### src/rtl/fsm_context_scheduler.sv
// Time-shared x/y sequence-detector engine: one 2-bit context per channel,
// a round-robin arbiter with bounded bursts picks which channel steps each cycle.
module fsm_context_scheduler #(
  parameter int  N     = 4,
  parameter int  BURST = 4,
  localparam int CW    = $clog2(N)
) (
  input  logic          clk,
  input  logic          reset_b,
  input  logic [N-1:0]  req,
  input  logic [N-1:0]  x,
  input  logic [N-1:0]  y,
  input  logic [N-1:0]  clr,
  output logic [N-1:0]  gnt,
  output logic [N-1:0]  z,
  output logic          step_valid,
  output logic [CW-1:0] step_ch
);

  typedef enum logic [1:0] {S0 = 2'b00, S1 = 2'b01, S2 = 2'b10, S3 = 2'b11} ctx_e;
  typedef enum logic {ARB_IDLE, ARB_GRANT} arb_e;

  ctx_e          ctx_q [N];
  ctx_e          ctx_d [N];
  arb_e          arb_q, arb_d;
  logic [CW-1:0] gnt_ch_q, gnt_ch_d;
  logic [CW-1:0] ptr_q, ptr_d;
  logic [3:0]    cnt_q, cnt_d;
  logic [N-1:0]  gnt_q, gnt_d;
  logic          step_valid_q, step_valid_d;
  logic [CW-1:0] step_ch_q, step_ch_d;
  logic          step;
  logic [CW:0]   pick_res;

  function automatic ctx_e next_ctx(input ctx_e c, input logic xi, input logic yi);
    if (!xi) return S0;
    case (c)
      S0:      return yi ? S1 : S3;
      S1:      return S2;
      default: return S3;
    endcase
  endfunction

  // First requester strictly after p in cyclic order; p itself is checked last.
  function automatic logic [CW:0] pick(input logic [N-1:0] r, input logic [CW-1:0] p);
    logic [CW-1:0] idx;
    pick = '0;
    for (int k = N; k >= 1; k--) begin
      idx = p + CW'(k);
      if (r[idx]) pick = {1'b1, idx};
    end
  endfunction

  // NOTE: every output of this block gets a default first so no latch can be inferred.
  always_comb begin
    arb_d        = arb_q;
    gnt_ch_d     = gnt_ch_q;
    ptr_d        = ptr_q;
    cnt_d        = cnt_q;
    ctx_d        = ctx_q;
    step_valid_d = 1'b0;
    step_ch_d    = step_ch_q;
    step         = (arb_q == ARB_GRANT) && req[gnt_ch_q];
    pick_res     = pick(req, ptr_q);

    case (arb_q)
      ARB_IDLE: begin
        if (pick_res[CW]) begin
          arb_d    = ARB_GRANT;
          gnt_ch_d = pick_res[CW-1:0];
          cnt_d    = '0;
        end
      end
      default: begin
        if (step && (32'(cnt_q) + 1) < BURST) begin
          cnt_d = cnt_q + 4'd1;
        end else begin
          // Burst exhausted or requester dropped: rotate with no idle bubble.
          ptr_d    = gnt_ch_q;
          pick_res = pick(req, gnt_ch_q);
          cnt_d    = '0;
          if (pick_res[CW]) gnt_ch_d = pick_res[CW-1:0];
          else              arb_d    = ARB_IDLE;
        end
      end
    endcase

    for (int i = 0; i < N; i++) begin
      if (clr[i])                                ctx_d[i] = S0;
      else if (step && (gnt_ch_q == CW'(i)))     ctx_d[i] = next_ctx(ctx_q[i], x[i], y[i]);
    end

    // A clear on the stepping channel discards the step but the burst slot is still spent.
    if (step && !clr[gnt_ch_q]) begin
      step_valid_d = 1'b1;
      step_ch_d    = gnt_ch_q;
    end

    gnt_d = '0;
    if (arb_d == ARB_GRANT) gnt_d[gnt_ch_d] = 1'b1;
  end

  // NOTE: state registers use non-blocking assignments so all flops update from pre-edge values.
  always_ff @(posedge clk or negedge reset_b) begin
    if (!reset_b) begin
      arb_q        <= ARB_IDLE;
      gnt_ch_q     <= '0;
      ptr_q        <= CW'(N - 1);
      cnt_q        <= '0;
      gnt_q        <= '0;
      step_valid_q <= 1'b0;
      step_ch_q    <= '0;
      // NOTE: the context array is tiny and must read S0 after reset, so it is reset like any flop.
      for (int i = 0; i < N; i++) ctx_q[i] <= S0;
    end else begin
      arb_q        <= arb_d;
      gnt_ch_q     <= gnt_ch_d;
      ptr_q        <= ptr_d;
      cnt_q        <= cnt_d;
      gnt_q        <= gnt_d;
      step_valid_q <= step_valid_d;
      step_ch_q    <= step_ch_d;
      for (int i = 0; i < N; i++) ctx_q[i] <= ctx_d[i];
    end
  end

  always_comb begin
    z = '0;
    for (int i = 0; i < N; i++) z[i] = ctx_q[i][1];
  end

  assign gnt        = gnt_q;
  assign step_valid = step_valid_q;
  assign step_ch    = step_ch_q;

endmodule
### config.mk
export PLATFORM = sky130hd
export DESIGN_NAME = fsm_context_scheduler
export DESIGN_NICKNAME = d
export VERILOG_FILES = /design/src/rtl/fsm_context_scheduler.sv
export SDC_FILE = /design/constraint.sdc
export NUM_CORES = 1
export LEC_CHECK = 0
export ABC_AREA = 1
export CAP_MARGIN = 5
export CORE_MARGIN = 2
export CORE_UTILIZATION = 35
export DETAILED_ROUTE_END_ITERATION = 10
export GPL_ROUTABILITY_DRIVEN = 0
export GPL_TIMING_DRIVEN = 0
export PLACE_DENSITY = 0.64
export SYNTH_ARGS = -nofsm -noshare
export SYNTH_HDL_FRONTEND = slang
export SYNTH_SLANG_ARGS = --single-unit
### constraint.sdc
create_clock -name clk -period 1.5 [get_ports clk]
set_input_delay 0.15 -clock clk [delete_from_list [all_inputs] [get_ports clk]]
set_output_delay 0.15 -clock clk [all_outputs]
set_load 0.01 [all_outputs]
Word level (Yosys, flattened, before mapping)
Cells that the tools add are included.
{"block": "op_classes", "n_reduce_logical": 20, "bitwise": 1, "eq_ne": 7, "mux": 79, "addsub": 8, "order_cmp": 11}
{"op": "2-bit 2-to-1 mux", "n": 24}
{"op": "3-bit 2-to-1 mux", "n": 10}
{"op": "2-bit by 3-bit less-than comparator with 1-bit output (second input constant)", "n": 9}
{"op": "1-bit 2-to-1 mux", "n": 27}
{"op": "1-bit binary-select mux with 2-bit select", "n": 9}
{"op": "4-bit 2-to-1 mux", "n": 4}
{"op": "2-bit case mux with 2 select lines", "n": 4}
{"op": "2-bit by 1-bit equality test with 1-bit output (second input constant)", "n": 5}
{"op": "2-bit logical NOT", "n": 5}
{"op": "2-bit nonzero test", "n": 5}
{"op": "2-bit adder (second input constant)", "n": 4}
{"op": "1-bit logical AND", "n": 8}
{"op": "4-bit by 1-bit adder with 5-bit output (second input constant)", "n": 1}
{"op": "5-bit by 3-bit less-than comparator with 1-bit output (second input constant)", "n": 1}
{"op": "2-bit by 1-bit adder with 2-bit output (second input constant)", "n": 2}
{"op": "4-bit by 1-bit adder with 4-bit output (second input constant)", "n": 1}
{"op": "2-bit equality test (second input constant)", "n": 2}
{"op": "1-bit demux with 2-bit select", "n": 1}
{"op": "2-bit by 1-bit greater-or-equal comparator with 1-bit output (second input constant)", "n": 1}
{"op": "2-bit AND reduction", "n": 1}
{"op": "1-bit logical NOT", "n": 1}
{"op": "1-bit inverter", "n": 1}
{"block": "word_totals", "in_bits": 18, "output_inout_bits": 11, "word_cells": 137, "register_bits": 24}

Depth between registers and ports, before layout
Gate-level depths: netlist of run 1.
{"block": "depth", "ltp_word": 16, "mapped_depth": 14, "mapped_depth_nobuf": 14}

Worst setup path after synthesis of run 1
Ideal clock, no wire load.
{"block": "synth_path", "kind": "flip-flop to flip-flop", "startpoint": "register ptr_q[0]", "endpoint": "register gnt_q[1], in the netlist gnt[1]", "stages_incl_launch_ff": 13, "setup_time_ps": 117, "synth_period_minus_slack_ps": 1659, "arrival_ps": 1542, "required_ps": 1383, "slack_ps": -159, "n_path_buf": 1, "path_cell_list": "dfstp_2 > buf_6 > inv_6 > nand2_2 > nand2_4 > nor3_4 > inv_4 > nor2_4 > nand2_1 > nand2_1 > inv_1 > nand3_2 > nor2_1"}
{"block": "synth_between", "word_cells_on_any_way": 25, "classes_between": "add/sub (3); order compare (2); mux (19); reduce/logical (1)"}
{"element": "from (decl)", "line_no": "27", "source": "logic [CW-1:0] ptr_q, ptr_d;"}
{"element": "from (signal assigned)", "line_no": "108", "source": "ptr_q <= CW'(N - 1);"}
{"element": "from (signal assigned)", "line_no": "118", "source": "ptr_q <= ptr_d;"}
{"element": "2-bit adder / 1-bit binary-select mux with 2-bit select (equally long branches)", "line_no": "49, 50"}
{"element": "1-bit binary-select mux with 2-bit select / 1-bit 2-to-1 mux (equally long branches)", "line_no": "50", "source": "if (r[idx]) pick = {1'b1, idx};"}
{"element": "1-bit 2-to-1 mux (implied by the code) / 3-bit 2-to-1 mux (equally long branches)", "line_no": "50"}
{"element": "3-bit 2-to-1 mux (2 in a row)", "line_no": "50"}
{"element": "3-bit 2-to-1 mux *", "line_no": "50"}
{"element": "1-bit 2-to-1 mux *", "line_no": "68", "source": "if (pick_res[CW]) begin"}
{"element": "1-bit 2-to-1 mux *", "line_no": "66", "source": "case (arb_q)"}
{"element": "named net arb_d", "line_no": "25", "source": "arb_e arb_q, arb_d;"}
{"element": "4-bit 2-to-1 mux *", "line_no": "100", "source": "if (arb_d == ARB_GRANT) gnt_d[gnt_ch_d] = 1'b1;"}
{"element": "named net gnt_d[1]", "line_no": "29", "source": "logic [N-1:0] gnt_q, gnt_d;"}
{"element": "to (signal assigned)", "line_no": "120", "source": "gnt_q <= gnt_d;"}
{"element": "to (decl)", "line_no": "29"}
The timed path passes the listed nets; every way through them passes the cells marked *. The select of a mux whose other input is x is not followed.
A chain may end at the register's enable or synchronous reset.

Final worst setup path of run 1
{"block": "layout_path", "startpoint": "register ptr_q[0]", "endpoint": "register gnt_q[3], in the netlist gnt[3]"}
{"block": "layout_between", "elab_chain_cells": 13, "word_cells_on_any_way": 25, "classes_between": "add/sub (3); order compare (2); mux (19); reduce/logical (1)"}
{"element": "2-bit adder / 1-bit binary-select mux with 2-bit select (equally long branches)", "line_no": "49, 50"}
{"element": "1-bit binary-select mux with 2-bit select / 1-bit 2-to-1 mux (equally long branches)", "line_no": "50"}
{"element": "1-bit 2-to-1 mux (implied by the code) / 3-bit 2-to-1 mux (equally long branches)", "line_no": "50"}
{"element": "3-bit 2-to-1 mux (2 in a row)", "line_no": "50"}
{"element": "3-bit 2-to-1 mux *", "line_no": "50"}
{"element": "2-bit 2-to-1 mux", "line_no": "68"}
{"element": "2-bit 2-to-1 mux", "line_no": "66"}
{"element": "2-bit by 3-bit less-than comparator with 1-bit output (implied by the code) / 2-bit by 1-bit greater-or-equal comparator with 1-bit output (equally long branches)", "line_no": "100"}
{"element": "1-bit logical AND (implied by the code)", "line_no": "100"}
{"element": "1-bit 2-to-1 mux (implied by the code)", "line_no": "100"}
{"element": "1-bit demux with 2-bit select", "line_no": "100"}
{"element": "4-bit 2-to-1 mux *", "line_no": "100"}
{"element": "named net gnt_d[3]", "line_no": "29"}
Marked as above.

==> results of run 1 <==
worst max-delay path by stage:
stage / startpoint / slack [ns] / endpoint
CTS: ptr_q[0] / -0.28 / gnt[3]
floorplan: ptr_q[0] / -0.15 / gnt[1]
global route: ptr_q[0] / -0.40 / gnt[3]
detailed placement: req[1] / -0.39 / ctx_q[6]
global placement: req[1] / -0.40 / ctx_q[6]
finish: ptr_q[0] / -0.28 / gnt[3]
metal layers:
layer	part of all wire [%]	vias to the layer above
met2	46	33
met5	0	-
li1	-	810
met1	47	680
met4	1.7	0
met3	4.9	7
cell usage in the layout, fill, tap and decap left out:
cell type        count
nor3_4               1
o21ai_1              3
buf_6                4
nand3_1             10
buf_8                1
clkdlybuf4s50_1     28
dfstp_2              2
dfrtp_2              2
nor2_1               8
nand2_1             71
dfrtp_1             20
nand3_2             11
inv_1               25
nor2_4               2
nand4_1              1
nand2_2              8
nand2_4              8
clkbuf_8             4
o21ai_0             13
a21oi_2              2
o2111ai_1            3
a22oi_1              1
buf_4               18
ha_1                 5
a21oi_1              6
nor2_2               3
inv_2                3
inv_6                1
mux2_2               1
inv_4                3
o21ai_2              3
a22o_1               1
layout make-up:
class	count	area share [%]
tap	52	2.87
sequential	24	26.7
multi-input combinational	161	41.1
timing repair buffer	44	18.0
clock buffer	4	2.43
inverter	32	5.86
buffer	7	2.98
worst max-delay path: cells and delay by family (launching register included):
kind                   cells  cell delay, ns
buffers and inverters      1            0.14
DFF                        1            0.54
and+or+nand+nor           11            0.99
stage by stage:
step / cell area (µm²) / setup WS, ns / hold WS (ns)
global placement: 1970 / -0.396 / 0.478
finish: 2260 / -0.280 / 0.466
global route: 2260 / -0.398 / 0.524
CTS: 2190 / -0.283 / 0.496
detailed placement: 1970 / -0.391 / 0.476
floorplan: 1630 / -0.150 / -0.146
logic make-up (layout without fill, tap and decap cells):
family | count (synthesis) | count (layout) | share of synthesized area (%)
compound gates | 32 | 32 | 11.2
fa+ha+maj | 5 | 5 | 3.88
buf+inv | 39 | 87 | 11.6
flops | 24 | 24 | 37.4
mux | 1 | 1 | 0.698
simple gates | 123 | 123 | 35.2
sequential cells by signal, indices dropped and copies added (netlist names):
| name | count |
|---|---|
| cnt_q | 4 |
| ptr_q | 2 |
| ctx_q | 4 |
| gnt_ch_q | 2 |
| step_ch | 2 |
| arb_q | 1 |
| z | 4 |
| step_valid | 1 |
| gnt | 4 |
power by group:
group | leakage, µW | switching [µW] | internal [µW]
logic | 0.000848 | 1740 | 1330
clock network | 0.0000288 | 204 | 234
registers | 0.000298 | 164 | 911
total | 0.00117 | 2110 | 2480
timing repair:
action / in CTS / in global routing
hold endpoints to repair: 0 / 0
pin swaps: 16 / 3
resized for setup: 20 / 18
endpoints found under the setup margin: 22 / 23
setup buffers: 13 / 3
==> key figures, run 1 <==
Layout
  • Layout cell share with drive strength beyond 1: between 20 and 30%
  • Register area: about 610 µm²
  • Final nets: between 200 and 300
  • Synth-to-layout area growth: 40.3%
  • Post-route core utilization: slightly above 50%
  • Final non-filler cell total: between 300 and 400
  • Area occupied by multi-input gates: around 930 µm²
  • Fillcell total: 438
  • Ant diodes: 0

Yosys
  • Synth Register Bits: 24
  • Post-Synthesis Cells: ~220
  • Synth Flop Type: dfrtp_1
  • Ys async rst share: between 90% and 100%
  • Synth Net Count: 247
  • Top cells by count, synth: 80 x nand2_1, 28 x inv_1, 22 x dfrtp_1
  • Largest cells by area after synthesis: dfrtp_1 34%, nand2_1 19%, inv_1 6.5%, nand3_1 4.7%, o21ai_0 4.7%
  • Sequential element share of the synthesized area: between 30% and 40%
  • Number of synthesized flops with an enable pin: 0
  • Most common cell in the synthesized netlist: nand2_1
  • Yosys warns: 0
  • Count of cell types in the netlist: 27
  • Mean area per synthesized cell: between 7 and 8 µm²
  • Synth area leader: dfrtp_1
  • Synth top area share: approximately 34%
  • Syn Std Cell Area: approximately 0.0016 mm²

Setup path
  • Setup CP Type: flip-flop to flip-flop
  • Crit-path max FO: 7
  • Crit start category: flip-flop
  • CP cell instances: buf_8 -> nand2_4 -> nand2_4 -> nand2_4 -> nor3_4 -> nor2_2 -> nand2_1 -> nand2_2 -> nand2_1 -> nand2_1 -> nand3_2 -> nor2_1
  • CP Data Required Time: approximately 1.7 ns
  • Flop-to-flop setup slack: -0.28 ns
  • R2r endpoint: gnt[3]
  • Worst reg2reg path depth: 12
  • Setup crit end kind: flip-flop
  • CP max stage cell: dfstp_2
  • Worst path max stage delay: between 0.5 and 0.6 ns
  • Critical path arrival: about 1.9 ns
  • Worst r2r src: ptr_q[0]

Global routing
  • First-pass GRT wire length: 6.20 mm
  • Largest net degree at the start of global routing: 25
  • Vias in the first global route: ~1,500
  • Initial antenna violation count: 0
  • GR Util met2: 25.6%
  • Gr usage total: about 15%
  • Grt total ovfl: 0
  • Met3 usage: under 10%
  • Met1 Track Usage GR: between 10% and 20%
  • Gr busiest metal: met2

STA
  • Period utilization: 119%
  • Post-route worst setup slack: -0.280 ns
  • Slew @ Worst Pin: 1.08 ns
  • F_max: between 0.5 and 0.6 GHz
  • Setup TNS: -2.40 ns
  • Worst slew margin: a little over a quarter
  • Tmin final: ~1.8 ns
  • Final setup violation count: 20
  • Final hold vios: 0
  • Clock Skews: ~0.0050 ns
  • Slew Limit Fails: 0
  • RSZ-0062 raised after global routing: yes

Clock network
  • CTS Root Cell: clkbuf_8
  • Clock-pin slew on the worst setup and hold paths: about 0.090 ns
  • Clock Sinks: 24
  • Maximum clock path buffer count: 2
  • CTS Buf Count: 3
  • H-tree Lvls: 1
  • Worst skew pair latency: approximately 0.26 ns
  • TritonCTS clock tree: yes
  • Hold-fix buffers, CTS: 0

Route
  • DR WL/cell: approximately 11 µm
  • Initial DRC count: around 80
  • Remaining DRCs: 0
  • Number of iterations in the first detailed-routing pass: 4
  • Post-detailed-route via-to-cell ratio: approximately 4.7
  • Via Count: between 1,500 and 2,000
  • DRT antenna net count: 0
  • Routed Wire Length: around 3.6 mm

Worst hold path
  • Min-Delay Path Class: input port to async pin

Floorplanning
  • I/O pin count: 29
  • Die area: 0.00517 mm²
  • Row cnt: 24
  • Die Wd: 71.9 µm
  • Die H: 71.9 µm
  • Initial Utilization: 36.8%
  • Core area: around 0.0044 mm²

Power and ir drop
  • PD cells: 2030 mW/mm²
  • Leak: ~0.0012 µW
  • Tot Pwr: ~4600 µW
  • Max VDD drop: 804 µV

Status
  • Status: finished with violations
  • Violated checks: negative setup slack

Placed design
  • HPWL Detailed: ~2.7 mm
  • Port Buffers: 28
  • # placed instances: around 300

Run
  • Max Cap Viol: 0
Note: power is estimated with default switching activity, not from simulation.
==> run 2, diff against run 1 <==
--- a/config.mk
+++ b/config.mk
@@ -13,6 +13,7 @@
 export GPL_ROUTABILITY_DRIVEN = 0
 export GPL_TIMING_DRIVEN = 0
 export PLACE_DENSITY = 0.64
+export SKIP_LAST_GASP = 1
 export SYNTH_ARGS = -nofsm -noshare
 export SYNTH_HDL_FRONTEND = slang
 export SYNTH_SLANG_ARGS = --single-unit
==> run 2 against run 1 <==
  * The flow still finishes with violations (negative setup slack)
  * Final cell count is 0.93% higher
  * Total power is 2.2% higher
  * Non-clock buffer count increased by 3
  * Via count down 0.65%
  * Critical endpoint unchanged
  * Largest cell class unchanged
  * Largest power group unchanged
==> key figures, run 2 (synthesized netlist as in run 1, its figures left out) <==
Route
  • Routed Wire Length: roughly 3.6 mm
  • Number of iterations in the first detailed-routing pass: 4
  • Post-detailed-route via-to-cell ratio: 4.65
  • Via Count: ~1,500
  • Initial DRC count: 70
  • DRT antenna net count: 0
  • DR WL/cell: 10.9 µm
  • Remaining DRCs: 0

STA
  • Clock Skews: around 0.0053 ns
  • Final hold vios: 0
  • Worst slew margin: between 20 and 30%
  • Slew @ Worst Pin: 1.09 ns
  • Period utilization: 119%
  • Tmin final: around 1.8 ns
  • Final setup violation count: 23
  • Post-route worst setup slack: -0.282 ns
  • RSZ-0062 raised after global routing: yes
  • F_max: about 0.56 GHz
  • Slew Limit Fails: 0

Global routing
  • Largest net degree at the start of global routing: 25
  • Initial antenna violation count: 0
  • First-pass GRT wire length: approximately 6.2 mm
  • Grt total ovfl: 0
  • Gr usage total: about 15%
  • Vias in the first global route: approximately 1,500

Power and ir drop
  • Comb power frac: a little under 70%
  • Switching power: 2130 µW
  • Leak: approximately 0.0012 µW
  • PD cells: just over 2000 mW/mm²
  • Internal: 2560 µW
  • Max VDD drop: approximately 790 µV
  • Sequential share of power: 22.9%
  • Tot Pwr: ~4700 µW
  • Clock power frac: a little under a tenth
  • Switching Fraction: 45.4%

Clock network
  • Clock-pin slew on the worst setup and hold paths: approximately 0.090 ns
  • Maximum clock path buffer count: 2
  • Hold-fix buffers, CTS: 0
  • Worst skew pair latency: ~0.26 ns
  • TritonCTS clock tree: yes
  • CTS Buf Count: 3
  • H-tree Lvls: 1
  • Clock Sinks: 24
  • CTS Root Cell: clkbuf_8

Floorplanning
  • Die area: approximately 0.0052 mm²
  • I/O pin count: 29
  • Core area: approximately 0.0044 mm²
  • Die H: 71.9 µm
  • Die Wd: slightly above 70 µm
  • Initial Utilization: a little under two fifths
  • Row cnt: 24

Status
  • Status: finished with violations
  • Violated checks: negative setup slack

Setup path
  • CP Data Required Time: ~1.7 ns
  • Worst setup path endpoint: gnt[3]
  • CP Buf/Inv Count: 1
  • CP Launch Point: ptr_q[0]
  • Top delay family on crit path: simple AND/OR/NAND/NOR gates
  • Setup CP Type: flip-flop to flip-flop
  • CP cell instances: buf_8 -> nand2_4 -> nand2_4 -> nand2_4 -> nor3_4 -> nor2_2 -> nand2_1 -> nand2_2 -> nand2_1 -> nand2_1 -> nand3_2 -> nor2_1
  • R2r endpoint: gnt[3]
  • Worst reg2reg path depth: 12
  • Worst path max stage delay: 0.54 ns
  • Critical path arrival: 1.94 ns
  • CP max stage cell: dfstp_2
  • Flop-to-flop setup slack: -0.28 ns
  • Setup crit end kind: flip-flop
  • Worst r2r src: ptr_q[0]
  • Crit-path max FO: 7
  • Crit start category: flip-flop
  • CP Depth: 12

Layout
  • Cell area after layout: approximately 0.0023 mm²
  • Ant diodes: 0
  • Final nets: 299
  • Layout cell share with drive strength beyond 1: a little under a third
  • Commonest non-fill, non-tap cell in the layout: nand2_1
  • Commonest non-fill, non-tap cells in the layout: 68 x nand2_1, 28 x clkdlybuf4s50_1, 25 x inv_1
  • Synth-to-layout area growth: 41.7%

Placed design
  • Port Buffers: 28
  • Placed Area: between 0.0015 and 0.002 mm²
  • HPWL Detailed: approximately 2.7 mm

Run
  • Max Cap Viol: 0

Worst hold path
  • Min-Delay Path Class: input port to async pin
==> run 2: power by group through the flow <==
| stage | combinational (µW) | clock [µW] | sequential [µW] |
|---|---|---|---|
| after global routing | 3580 | 477 | 1110 |
| after global placement | 2510 | 0 | 1070 |
| after floorplan | 1880 | 0 | 1080 |
| after detailed placement | 2570 | 0 | 1070 |
| after CTS | 2930 | 450 | 1070 |
| final | 3180 | 439 | 1080 |
==> run 2: worst min path at each step <==
stage | endpoint | depth (start not counted)
6_report | z[3] | 1
5_1_grt | step_ch[0] | 2
4_1_cts | ctx_q[4] | 1
3_5_place_dp | step_ch[0] | 2
3_3_place_gp | step_ch[1] | 2
2_1_floorplan | arb_q | 0
==> run 2: through the flow <==
step | hold WS (ns) | worst slack (ns) | instances | setup TNS [ns] | util (%)
after floorplan | -0.146 | -0.150 | 224 | -0.541 | -
after global placement | 0.478 | -0.396 | 304 | -6.01 | 45.0
after detailed placement | 0.476 | -0.391 | 304 | -5.33 | 45.0
after CTS | 0.496 | -0.283 | 321 | -2.40 | 49.9
after global routing | 0.524 | -0.398 | 327 | -5.76 | 52.2
final | 0.465 | -0.282 | 327 | -3.18 | 52.2
==> run 2: worst register-to-register path: cells and delay by family, from the launching register on <==
| kind | cells | cell delay, ns |
|---|---|---|
| buffers and inverters | 1 | 0.14 |
| DFF | 1 | 0.54 |
| and+or+nand+nor | 11 | 1.00 |
==> run 2: repair_timing <==
| action | in CTS | in global routing |
|---|---|---|
| endpoints found under the setup margin | 22 | 23 |
| hold endpoints to repair | 0 | 0 |
| pin swaps | 16 | 5 |
| setup buffers | 13 | 6 |
| gates resized for setup | 18 | 24 |
==> run 2: routing by layer <==
layer,part of all wire [%],up-vias,GRT usage (%),wire length [µm]
li1,-,814,-,-
met1,48,674,19.2,1720
met2,46,26,25.8,1660
met3,4.0,6,2.50,142
met4,1.6,0,3.14,57
met5,0,-,0,0
==> run 2: layout make-up <==
type,instances,area (µm²)
tap,52,65.1
sequential,24,607
timing repair buffer,47,427
multi-input combinational,161,933
buffer,7,67.6
clock buffer,4,55.1
inverter,32,133
fill,436,2100
